### src/rtl/relock_if.sv
// Signal bundle between a servo channel controller and the relock
// lock-loss detector / sweeper.
//   master : drives enable, sig_in, thresh, sweep_min, sweep_max, step;
//            observes relock_on, hold_i, sweep_out
//   slave  : the relock_ctrl side (mirror of master)
interface relock_if #(
  parameter int SIG_W = 14
) ();
  logic                    enable;
  logic signed [SIG_W-1:0] sig_in;
  logic signed [SIG_W-1:0] thresh;
  logic signed [SIG_W-1:0] sweep_min;
  logic signed [SIG_W-1:0] sweep_max;
  logic        [SIG_W-1:0] step;
  logic                    relock_on;
  logic                    hold_i;
  logic signed [SIG_W-1:0] sweep_out;

  modport master (
    output enable, sig_in, thresh, sweep_min, sweep_max, step,
    input  relock_on, hold_i, sweep_out
  );

  modport slave (
    input  enable, sig_in, thresh, sweep_min, sweep_max, step,
    output relock_on, hold_i, sweep_out
  );
endinterface

### src/rtl/relock_ctrl.sv
// Lock-loss detector and triangle-wave relock sweeper for one servo channel.
// The monitor signal is registered, compared against a threshold, and after
// DEBOUNCE consecutive low samples the block holds the servo integrator and
// sweeps an offset between sweep_min and sweep_max until the signal returns.
// Lock is declared again after DEBOUNCE consecutive good samples.
// Ports:
//   clk_in : system clock
//   rst_n  : synchronous active-low reset
//   bus    : relock_if.slave (enable, sig_in, thresh, sweep_min, sweep_max,
//            step in; relock_on, hold_i, sweep_out out)
module relock_ctrl #(
  parameter int SIG_W    = 14,
  parameter int DEBOUNCE = 1000,
  parameter int CNT_W    = 20
) (
  input  logic     clk_in,
  input  logic     rst_n,
  relock_if.slave  bus
);

  typedef enum logic [1:0] {
    ST_DISABLED = 2'd0,
    ST_LOCKED   = 2'd1,
    ST_SWEEP    = 2'd2,
    ST_SETTLE   = 2'd3
  } state_t;

  localparam logic             DIR_UP   = 1'b0;
  localparam logic             DIR_DOWN = 1'b1;
  localparam logic [CNT_W-1:0] CNT_LAST = CNT_W'(DEBOUNCE - 1);
  // Two guard bits so even a full-scale unsigned step cannot wrap the sum.
  localparam int               EXT_W    = SIG_W + 2;

  state_t                  state_q;
  logic [CNT_W-1:0]        cnt_q;
  logic                    dir_q;
  logic signed [SIG_W-1:0] sig_q;
  logic signed [SIG_W-1:0] sweep_q;
  logic                    relock_q;
  logic                    hold_q;

  logic                    below;
  logic signed [SIG_W-1:0] sweep_d;
  logic                    dir_d;
  logic signed [EXT_W-1:0] cur_x, min_x, max_x, step_x, up_x, dn_x;

  function automatic logic signed [EXT_W-1:0] sext(input logic signed [SIG_W-1:0] v);
    return EXT_W'(v);
  endfunction

  assign below = (sig_q < bus.thresh);

  // Next sweep point and direction, used only while in SWEEP.
  always_comb begin
    cur_x  = sext(sweep_q);
    min_x  = sext(bus.sweep_min);
    max_x  = sext(bus.sweep_max);
    step_x = $signed({2'b00, bus.step});
    up_x   = cur_x + step_x;
    dn_x   = cur_x - step_x;
    sweep_d = sweep_q;
    dir_d   = dir_q;
    if (min_x > max_x) begin
      // Inverted limits: park on sweep_min rather than sweeping garbage.
      sweep_d = bus.sweep_min;
    end else if (dir_q == DIR_UP) begin
      if (up_x >= max_x) begin
        sweep_d = bus.sweep_max;
        dir_d   = DIR_DOWN;
      end else begin
        sweep_d = up_x[SIG_W-1:0];
      end
    end else begin
      if (dn_x <= min_x) begin
        sweep_d = bus.sweep_min;
        dir_d   = DIR_UP;
      end else begin
        sweep_d = dn_x[SIG_W-1:0];
      end
    end
  end

  // State, counter and registered outputs all move on the same edge.
  always_ff @(posedge clk_in) begin
    if (!rst_n) begin
      state_q  <= ST_DISABLED;
      cnt_q    <= '0;
      dir_q    <= DIR_UP;
      sig_q    <= '0;
      sweep_q  <= '0;
      relock_q <= 1'b0;
      hold_q   <= 1'b0;
    end else begin
      sig_q <= bus.sig_in;
      if (!bus.enable) begin
        state_q  <= ST_DISABLED;
        cnt_q    <= '0;
        dir_q    <= DIR_UP;
        sweep_q  <= '0;
        relock_q <= 1'b0;
        hold_q   <= 1'b0;
      end else begin
        case (state_q)
          ST_DISABLED: begin
            state_q <= ST_LOCKED;
            cnt_q   <= '0;
          end
          ST_LOCKED: begin
            // sweep_q is left alone so the last lock offset is retained.
            if (below) begin
              if (cnt_q == CNT_LAST) begin
                state_q  <= ST_SWEEP;
                cnt_q    <= '0;
                dir_q    <= DIR_UP;
                relock_q <= 1'b1;
                hold_q   <= 1'b1;
              end else begin
                cnt_q <= cnt_q + CNT_W'(1);
              end
            end else begin
              cnt_q <= '0;
            end
          end
          ST_SWEEP: begin
            if (below) begin
              sweep_q <= sweep_d;
              dir_q   <= dir_d;
            end else begin
              // Freeze the offset where the signal came back.
              state_q <= ST_SETTLE;
              cnt_q   <= '0;
              hold_q  <= 1'b0;
            end
          end
          ST_SETTLE: begin
            if (!below) begin
              if (cnt_q == CNT_LAST) begin
                state_q  <= ST_LOCKED;
                cnt_q    <= '0;
                relock_q <= 1'b0;
              end else begin
                cnt_q <= cnt_q + CNT_W'(1);
              end
            end else begin
              // Resume sweeping from the frozen point in the stored direction.
              state_q <= ST_SWEEP;
              cnt_q   <= '0;
              hold_q  <= 1'b1;
            end
          end
          default: begin
            state_q  <= ST_DISABLED;
            cnt_q    <= '0;
            relock_q <= 1'b0;
            hold_q   <= 1'b0;
          end
        endcase
      end
    end
  end

  assign bus.relock_on = relock_q;
  assign bus.hold_i    = hold_q;
  assign bus.sweep_out = sweep_q;

endmodule
### src/flat_wrapper.sv
// flat-port wrapper written by rule: the top's interface ports become plain ports
module relock_ctrl_flat 
#(
  parameter int SIG_W    = 14,
  parameter int DEBOUNCE = 1000,
  parameter int CNT_W    = 20
)
  (clk_in, rst_n, bus_enable, bus_sig_in, bus_thresh, bus_sweep_min, bus_sweep_max, bus_step, bus_relock_on, bus_hold_i, bus_sweep_out);
  relock_if #(.SIG_W(SIG_W)) bus_i ();
  input  logic clk_in;
  input  logic rst_n;
  input wire logic [$bits(bus_i.enable)-1:0] bus_enable;
  input wire logic [$bits(bus_i.sig_in)-1:0] bus_sig_in;
  input wire logic [$bits(bus_i.thresh)-1:0] bus_thresh;
  input wire logic [$bits(bus_i.sweep_min)-1:0] bus_sweep_min;
  input wire logic [$bits(bus_i.sweep_max)-1:0] bus_sweep_max;
  input wire logic [$bits(bus_i.step)-1:0] bus_step;
  output wire logic [$bits(bus_i.relock_on)-1:0] bus_relock_on;
  output wire logic [$bits(bus_i.hold_i)-1:0] bus_hold_i;
  output wire logic [$bits(bus_i.sweep_out)-1:0] bus_sweep_out;
  assign bus_i.enable = bus_enable;
  assign bus_i.sig_in = bus_sig_in;
  assign bus_i.thresh = bus_thresh;
  assign bus_i.sweep_min = bus_sweep_min;
  assign bus_i.sweep_max = bus_sweep_max;
  assign bus_i.step = bus_step;
  assign bus_relock_on = bus_i.relock_on;
  assign bus_hold_i = bus_i.hold_i;
  assign bus_sweep_out = bus_i.sweep_out;
  relock_ctrl #(.SIG_W(SIG_W), .DEBOUNCE(DEBOUNCE), .CNT_W(CNT_W)) u_core (.clk_in(clk_in), .rst_n(rst_n), .bus(bus_i));
endmodule
### config.mk
export PLATFORM = sky130hd
export DESIGN_NAME = relock_ctrl_flat
export DESIGN_NICKNAME = d
export VERILOG_FILES = /design/src/rtl/relock_if.sv /design/src/rtl/relock_ctrl.sv /design/src/flat_wrapper.sv
export SDC_FILE = /design/constraint.sdc
export NUM_CORES = 1
export LEC_CHECK = 0
export BUFFER_PORTS_ARGS = -buffer_cell sky130_fd_sc_hd__buf_2
export CAP_MARGIN = 10
export CORE_UTILIZATION = 45
export CTS_BUF_LIST = sky130_fd_sc_hd__clkbuf_8 sky130_fd_sc_hd__clkbuf_16
export DETAILED_ROUTE_END_ITERATION = 10
export PLACE_DENSITY = 0.69
export SYNTH_ARGS = -nofsm -noshare
export SYNTH_HDL_FRONTEND = slang
export SYNTH_SLANG_ARGS = --single-unit
### constraint.sdc
create_clock -name clk_in -period 7.3 [get_ports clk_in]
set_clock_uncertainty 0.15 [all_clocks]
set_input_delay 0.73 -clock clk_in [delete_from_list [all_inputs] [get_ports clk_in]]
set_output_delay 0.73 -clock clk_in [all_outputs]
set_load 0.05 [all_outputs]
==> reports/metrics.csv, run 1 <==
metric,value,unit
outcome,"complete, no violations",
antenna_found_initial,0,
dieWidth,113,um
cp-start-kind,input pin,
max_freq,179,MHz
crit_fanout,10,
drt-vias-per-instance,5.94,
cts_tree,built,
synth_warnings,0,
yosysTopAreaCell,ha_1,
endpoint_kind,register,
cts_root_buf,clkbuf_16,
initial_core_util,46.0,%
slew_headroom,14.2,%
ys.flop_type,dfxtp_1,
drtIter0Drc,422,
syn_nets,866,
cp.buffers_inverters,3,
grt_pass1_vias,5105,
fp-row-count,40,
synthArstFlopShare,0,%
drc,0,
synth_edf_count,0,
drive_above_1_share,15.6,%
vias,5473,
clockBufferDepth,2,
netlist_instances,702,
firstDrtPassIters,5,
cts_resized,0,
finalSetupViolations,0,
insertion_delay,0.30,ns
max_stage_delay,0.57,ns
grt_usage,24.8,%
yosys.cell_count.top_type,ha_1,
crit_chain,"buf_2, inv_1, ha_1, a221oi_1, o41ai_1, o22ai_1, o41ai_1, o21bai_1, xnor2_1, ha_1, nand4_1, or3_1, a21oi_2, nor4b_2, mux2i_2, buf_4, mux2_2, a221oi_1, a21oi_1",
htree_levels,2,
die_area,0.0127,mm^2
grt_overflow,0,
post_cts_buffers,0,
clock-sinks,53,
required,7.33,ns
worstMarginPinSlew,1.28,ns
hpwlAfterDp,12600,um
numCtsBuffers,5,
coreArea,0.0120,mm^2
slew_viol_final,0,
synth_top_area_share,20.2,%
diodes,0,
postRouteWirelength,15500,um
cp_top_family,compound AO/OA/AOI/OAI gates,
synth_seq_area_share,19.3,%
ios,89,
hp-class,reg2reg,
synthDistinctLibCells,71,
finalCritPeriodShare,76.7,%
crit_slowest_cell,o41ai_1,
synth_area,0.00550,mm^2
p_per_area,119,mW/mm^2
chipHeight,113,um
place_congestion,0.971,
grt_start_max_net_pins,27,
r2r_slack,1.83,ns
rsz0062_at_grt,no,
antenna_left,0,
fin_crit,5.60,ns
synth_area_per_cell,7.84,um^2
port_buffers,88,
ys_ff_latch,53,
leakage,2.81,nW
finalSetupTns,0,ns
cp.arrival,5.63,ns
finalHoldViolCount,0,
area_growth,12.1,%
grt_first_pass_wirelength,25100,um
fin_hold_ws,0.361,ns
synth_area_leaders,"ha_1, dfxtp_1, inv_1",
cts.clk_slew.worst_paths,0.08,ns
wl_per_cell,16.8,um
nets,937,
criticalPathCategory,in2reg,
max-cap-violations,0,
irDropWorstVdd,0.000111,V
postCtsHoldBufs,0,
ys_top_cells_by_count,"ha_1, inv_1, a21oi_1",
[sequential cells by signal (all words and copies together) (netlist names)]
register              count
u_core.sig_q             14
u_core.cnt_q             20
u_core.bus.hold_i         1
u_core.state_q            2
u_core.bus.sweep_out     14
u_core.bus.relock_on      1
u_core.dir_q              1
[routing by layer]
layer  up-vias  global-route usage, %  share of wire (%)
met5         -                      0                  0
met4         0                   6.67                2.3
li1       2693                      -                  -
met3        27                   3.08                6.1
met2       202                   42.5                 46
met1      2551                   32.8                 45
[power by group]
group | switching (W) | leakage (nW) | internal, W
sequential | 0.00000165 | 0.431 | 0.000293
clock | 0.000121 | 0.0680 | 0.000130
combinational | 0.000110 | 2.31 | 0.0000779
total | 0.000233 | 2.81 | 0.000501
[final cells by class]
cell class | count | area (um^2)
Timing Repair Buffer | 92 | 470
Clock buffer | 5 | 125
Fill cell | 1182 | 5790
Sequential cell | 53 | 1060
Inverter | 80 | 300
Multi-Input combinational cell | 541 | 4000
Tap cell | 147 | 184
Clock inverter | 3 | 26.3
[per-stage QoR]
step	cells	setup slack [ns]	area (um^2)	util [%]	total power, W
after floorplan	702	2.25	5500	-	0.000428
after global placement	913	1.63	6020	50.3	0.000480
after detailed placement	913	1.48	6020	50.3	0.000487
after CTS	921	1.77	6170	51.6	0.000736
after global routing	921	1.31	6170	51.6	0.000772
final	921	1.70	6170	51.6	0.000734
[layout by cell type, fill, tap and decap left out, types with 8 or more instances in the layout]
master,instances
ha_1,89
a21oi_1,57
nor2_1,40
a311oi_1,13
nand2_1,44
or3_1,8
mux2_2,8
nand3_1,25
inv_1,80
and3_1,12
nor2b_1,8
buf_2,88
dfxtp_1,53
nor3_1,20
nand2b_1,10
nand4_1,9
o21a_1,9
and2_1,18
o211ai_1,9
a221oi_1,8
xnor2_1,19
o21ai_0,28
[path summary, 6_finish.rpt]
kind                                                to  cells past startpoint                                  from
hold reg to reg           u_core.cnt_q[0]$_SDFFE_PN0N_                      2          u_core.cnt_q[0]$_SDFFE_PN0N_
hold / removal            u_core.cnt_q[0]$_SDFFE_PN0N_                      2          u_core.cnt_q[0]$_SDFFE_PN0N_
setup / recovery  u_core.bus.sweep_out[4]$_SDFFE_PN0P_                     19                           bus_step[2]
setup reg to reg  u_core.bus.sweep_out[4]$_SDFFE_PN0P_                     21  u_core.bus.sweep_out[0]$_SDFFE_PN0P_
[cell families after synthesis]
| kind of cell | count (synthesis) | synth area share, % |
|---|---|---|
| AO/OA/AOI/OAI | 192 | 24.0 |
| XOR/XNOR | 25 | 3.98 |
| adder cells (fa/ha/maj) | 91 | 21.0 |
| buffers and inverters | 108 | 8.03 |
| flip-flops | 53 | 19.3 |
| multiplexers | 14 | 2.80 |
| AND/OR/NAND/NOR | 219 | 20.9 |
[worst min-delay path, delay by kind of cell (launching register included)]
family | cells | cell delay, ns
flip-flops | 1 | 0.35
AND/OR/NAND/NOR | 1 | 0.07
AO/OA/AOI/OAI | 1 | 0.05
No activity file was read; power rests on OpenSTA's default activity.
==> run 2, diff against run 1 <==
==> constraint.sdc (replaced) <==
create_clock -name clk_in -period 5.6 [get_ports clk_in]
set_clock_uncertainty 0.15 [all_clocks]
set_input_delay 0.56 -clock clk_in [delete_from_list [all_inputs] [get_ports clk_in]]
set_output_delay 0.56 -clock clk_in [all_outputs]
set_load 0.05 [all_outputs]
==> reports/metrics.csv, run 2 (synthesis results as in run 1) <==
metric,value,unit,change
leakage,2.83,nW,+0.71%
cp.depth,21,,+2
hold_depth,2,,unchanged
crit_fanout,12,,+2
coreArea,0.0120,mm^2,unchanged
r2r_cells,21,,unchanged
final_cell_mix,"ha_1, buf_2, inv_1, a21oi_1, dfxtp_1",,
rr_startpoint,u_core.bus.sweep_out[0]$_SDFFE_PN0P_,,
wl_per_cell,17.1,um,+1.8%
cp-start-kind,register,,
criticalPathCategory,reg2reg,,
cts.clk_slew.worst_paths,0.08,ns,about the same
drive_above_1_share,16.1,%,+0.43 points
p_per_area,156,mW/mm^2,+31%
endpoint_kind,register,,
outcome,"complete, no violations",,
grt_pass1_vias,5418,,+6.1%
finalSetupTns,0,ns,unchanged
cp_top_family,simple AND/OR/NAND/NOR gates,,
area_growth,12.6,%,
drtIter0Drc,360,,-15%
layout_setup_ws,0.569,ns,-1.13 ns
fp-row-count,40,,unchanged
crit_chain,"ha_1, inv_1, fa_1, o21ba_1, or4_4, and4_4, nor3_1, nor2_1, o21ai_0, a221oi_1, xnor2_1, ha_1, nand4_1, or3_1, a21oi_2, nor4b_2, mux2i_2, buf_4, mux2_2, a221oi_1, a21oi_1",,
max_stage_delay,0.42,ns,-0.15 ns
largest_register_ff_count,20,,unchanged
chipHeight,113,um,unchanged
cts_resized,0,,unchanged
finalHoldViolCount,0,,unchanged
grt_first_pass_wirelength,26100,um,+4.1%
fin_crit,5.03,ns,
max-cap-violations,0,,unchanged
worstMarginPinSlew,1.22,ns,-0.0615 ns
clock-sinks,53,,unchanged
postRouteWirelength,15800,um,+2.2%
hold_path_end,u_core.sig_q[8]$_SDFF_PN0_,,
initial_core_util,46.0,%,unchanged
drt-vias-per-instance,5.90,,-0.78%
antenna_found_initial,0,,unchanged
cts_root_buf,clkbuf_16,,
htree_levels,2,,unchanged
numCtsBuffers,5,,unchanged
finalSetupViolations,0,,unchanged
finalCritPeriodShare,89.8,%,
nets,941,,+0.43%
insertion_delay,0.31,ns,about the same
max_freq,199,MHz,
postCtsHoldBufs,0,,unchanged
slew_viol_final,0,,unchanged
vias,5454,,-0.35%
grt_overflow,0,,unchanged
slew_headroom,18.3,%,+4.1 points
pre_cts_ws,0.355,ns,-1.13 ns
irDropWorstVdd,0.000115,V,+3.0%
cp.arrival,5.06,ns,-0.57 ns
diodes,0,,unchanged
drc,0,,unchanged
grt_start_max_net_pins,27,,unchanged
post_cts_buffers,0,,unchanged
r2r_slack,0.57,ns,-1.26 ns
cts_tree,built,,
fin_area,0.00620,mm^2,+0.49%
mostFrequentLayoutCell,ha_1,,
hpwlAfterDp,12800,um,+2.1%
hp-class,in2reg,,
firstDrtPassIters,5,,unchanged
dieWidth,113,um,unchanged
antenna_left,0,,unchanged
holdCritStartpoint,bus_sig_in[8],,
required,5.63,ns,-1.70 ns
r2r_end,u_core.bus.sweep_out[4]$_SDFFE_PN0P_,,
port_buffers,88,,unchanged
rsz0062_at_grt,no,,
ios,89,,unchanged
die_area,0.0127,mm^2,unchanged
dpl-instance-area,0.00605,mm^2,+0.50%
crit_slowest_cell,or4_4,,
grt_usage,25.9,%,+1.0 points
clockBufferDepth,2,,unchanged
registers.top_by_ff_count,u_core.cnt_q,,
place_congestion,0.913,,-6.0%
cp.buffers_inverters,2,,-1
nFillCells,1185,,+0.25%
## run 2: how the worst max path moves through the flow
stage / start / end / slack, ns
2_1_floorplan: u_core.bus.sweep_out[1]$_SDFFE_PN0P_ / u_core.bus.sweep_out[3]$_SDFFE_PN0P_ / 0.55
3_3_place_gp: bus_step[0] / u_core.bus.sweep_out[3]$_SDFFE_PN0P_ / 0.51
3_5_place_dp: bus_step[0] / u_core.bus.sweep_out[4]$_SDFFE_PN0P_ / 0.36
4_1_cts: u_core.bus.sweep_out[0]$_SDFFE_PN0P_ / u_core.bus.sweep_out[4]$_SDFFE_PN0P_ / 0.57
5_1_grt: u_core.bus.sweep_out[0]$_SDFFE_PN0P_ / u_core.bus.sweep_out[4]$_SDFFE_PN0P_ / 0.29
6_report: u_core.bus.sweep_out[0]$_SDFFE_PN0P_ / u_core.bus.sweep_out[4]$_SDFFE_PN0P_ / 0.57
## run 2: per-layer routing
metal	track usage [%]	wire length [um]	share of wire, %
met5	0	0	0
met4	10.5	412	2.6
met1	33.3	7300	46
met3	3.62	762	4.8
met2	43.4	7370	47
## run 2: metrics by stage
stage / util [%] / cells / hold WS [ns] / total power, W
final: 51.8 / 925 / 0.304 / 0.000968
after global routing: 51.8 / 925 / 0.302 / 0.00102
after CTS: 51.8 / 925 / 0.302 / 0.000972
after detailed placement: 50.5 / 917 / 0.338 / 0.000637
after global placement: 50.5 / 917 / 0.329 / 0.000627
after floorplan: - / 702 / 0.299 / 0.000557
## run 2: final cells by class
cell class	instances	area (um^2)	area share, %
well taps	147	184	2.97
clock inverters	3	26.3	0.424
flip-flops and latches	53	1060	17.1
clock buffers	5	125	2.02
repair buffers	96	500	8.08
multi-input cells	541	4000	64.5
inverters	80	300	4.85
## run 2: power breakdown
| part | total [W] | internal (W) | switching, W |
|---|---|---|---|
| Sequential | 0.000385 | 0.000382 | 0.00000225 |
| Clock | 0.000336 | 0.000170 | 0.000166 |
| Combinational | 0.000247 | 0.000102 | 0.000145 |
| Total | 0.000968 | 0.000655 | 0.000313 |
## run 2: worst reg2reg max path, stage by stage, from the launching register on
cell and delay (ns):
dfxtp_1 0.39, ha_1 0.18, inv_1 0.05, fa_1 0.40
o21ba_1 0.21, or4_4 0.42, and4_4 0.18, nor3_1 0.16
nor2_1 0.06, o21ai_0 0.18, a221oi_1 0.12, xnor2_1 0.15
ha_1 0.32, nand4_1 0.15, or3_1 0.15, a21oi_2 0.04
nor4b_2 0.33, mux2i_2 0.24, buf_4 0.24, mux2_2 0.36
a221oi_1 0.29, a21oi_1 0.13
==> run 3, diff against run 2 <==
--- a/config.mk
+++ b/config.mk
@@ -7,8 +7,9 @@
 export LEC_CHECK = 0
 export BUFFER_PORTS_ARGS = -buffer_cell sky130_fd_sc_hd__buf_2
 export CAP_MARGIN = 10
+export CORE_MARGIN = 4
 export CORE_UTILIZATION = 45
-export CTS_BUF_LIST = sky130_fd_sc_hd__clkbuf_8 sky130_fd_sc_hd__clkbuf_16
+export CTS_BUF_LIST = sky130_fd_sc_hd__clkbuf_4 sky130_fd_sc_hd__clkbuf_8
 export DETAILED_ROUTE_END_ITERATION = 10
 export PLACE_DENSITY = 0.69
 export SYNTH_ARGS = -nofsm -noshare
==> reports/metrics.csv, run 3 (synthesis results as in run 1) <==
metric,value,unit,change
postRouteWirelength,15800,um,-0.23%
vias,5444,,-0.18%
endpoint_kind,register,,
nFillCells,1185,,unchanged
pre_cts_ws,0.282,ns,-0.0731 ns
antenna_found_initial,0,,unchanged
cp_top_family,simple AND/OR/NAND/NOR gates,,
p_per_area,141,mW/mm^2,-9.5%
rsz0062_at_grt,no,,
met1_usage,29.6,%,-3.7 points
groute.layer.met2.usage,35.9,%,-7.5 points
insertion_delay,0.33,ns,+0.02 ns
grt_first_pass_wirelength,25200,um,-3.5%
crit_slowest_cell,or4_4,,
globalRouteMet3Util,2.92,%,-0.70 points
max_freq,196,MHz,-1.4%
hpwlAfterDp,12900,um,+0.31%
initial_core_util,45.8,%,-0.19 points
holdCritStartpoint,bus_sig_in[10],,
coreArea,0.0120,mm^2,+0.42%
cp-start-kind,register,,
area_growth,11.4,%,
diodes,0,,unchanged
grt_overflow,0,,unchanged
grt_busiest_layer,met2,,
wl_per_cell,17.1,um,-0.13%
r2r_slack,0.50,ns,-0.07 ns
drc,0,,unchanged
leakage,2.80,nW,-0.86%
htree_levels,2,,unchanged
max-cap-violations,0,,unchanged
fin_crit,5.10,ns,+0.0729 ns
finalCritPeriodShare,91.1,%,+1.3 points
cp.buffers_inverters,3,,+1
numCtsBuffers,5,,unchanged
cts_root_buf,clkbuf_8,,
finalSetupTns,0,ns,unchanged
required,5.65,ns,+0.02 ns
crit_chain,"ha_1, inv_1, fa_1, o21ba_1, or4_4, and4_4, nor3_1, nor2_1, o21ai_0, a221oi_1, xnor2_1, ha_1, nand4_1, or3_1, a21oi_2, nor4b_2, mux2i_2, buf_4, buf_4, or2_2, a32oi_1, o221ai_1",,
nets,940,,-0.11%
grt_usage,21.7,%,-4.2 points
crit_start,u_core.bus.sweep_out[0]$_SDFFE_PN0P_,,
drt-vias-per-instance,5.89,,about the same
outcome,"complete, no violations",,
registers.top_by_ff_count,u_core.cnt_q,,
drtIter0Drc,376,,+4.4%
largest_register_ff_count,20,,unchanged
die_area,0.0141,mm^2,+11%
clock-sinks,53,,unchanged
antenna_left,0,,unchanged
drive_above_1_share,16.0,%,-0.11 points
grt_start_max_net_pins,27,,unchanged
criticalPathCategory,reg2reg,,
final_core_util,51.0,%,-0.78 points
max_stage_delay,0.44,ns,+0.02 ns
finalHoldViolCount,0,,unchanged
finalSetupViolations,0,,unchanged
postCtsHoldBufs,0,,unchanged
hp-class,in2reg,,
post_cts_buffers,0,,unchanged
crit_fanout,12,,unchanged
worstMarginPinSlew,1.18,ns,-0.0389 ns
slew_viol_final,0,,unchanged
final_cell_mix,"ha_1, buf_2, inv_1, a21oi_1, dfxtp_1",,
clockBufferDepth,2,,unchanged
mostFrequentLayoutCell,ha_1,,
cp.arrival,5.15,ns,+0.09 ns
dpl-instance-area,0.00604,mm^2,-0.12%
place_congestion,0.908,,-0.53%
cts_tree,built,,
layout_setup_ws,0.496,ns,-0.0729 ns
cts.clk_slew.worst_paths,0.11,ns,+0.03 ns
fp-row-count,40,,unchanged
irDropWorstVdd,0.0000803,V,-30%
fin_area,0.00613,mm^2,-1.1%
port_buffers,88,,unchanged
power,0.000866,W,-11%
slew_headroom,20.9,%,+2.6 points
dieWidth,119,um,+5.3%
cts_resized,0,,unchanged
grt_pass1_vias,5156,,-4.8%
firstDrtPassIters,5,,unchanged
chipHeight,119,um,+5.3%
rr_startpoint,u_core.bus.sweep_out[0]$_SDFFE_PN0P_,,
ios,89,,unchanged
## run 3: stage by stage
step / hold WS, ns / instances
2_1_floorplan: 0.299 / 702
5_1_grt: 0.279 / 924
3_5_place_dp: 0.343 / 916
3_3_place_gp: 0.326 / 916
6_report: 0.276 / 924
4_1_cts: 0.274 / 924
## run 3: cell type report
type | instances | area [um^2] | area share, %
well taps | 147 | 184 | 3.00
clock inverters | 3 | 22.5 | 0.367
flip-flops and latches | 53 | 1060 | 17.3
repair buffers | 95 | 493 | 8.04
multi-input cells | 541 | 4000 | 65.3
inverters | 80 | 300 | 4.90
clock buffers | 5 | 68.8 | 1.12
## run 3: layer usage
layer	wire (um)	vias up	part of all wire [%]
li1	-	2699	-
met5	0	-	0
met4	324	0	2.0
met1	7100	2518	45
met3	997	29	6.3
met2	7390	198	47
## run 3: final timing paths
kind	end	cells past startpoint
max	u_core.bus.sweep_out[11]$_SDFFE_PN0P_	22
min	u_core.sig_q[10]$_SDFF_PN0_	2
max reg2reg	u_core.bus.sweep_out[11]$_SDFFE_PN0P_	22
min reg2reg	u_core.cnt_q[19]$_SDFFE_PN0N_	1
## run 3: where the power goes
part,internal [W],switching [W]
logic,0.000102,0.000143
clock network,0.0000893,0.000147
registers,0.000383,0.00000197
total,0.000574,0.000292
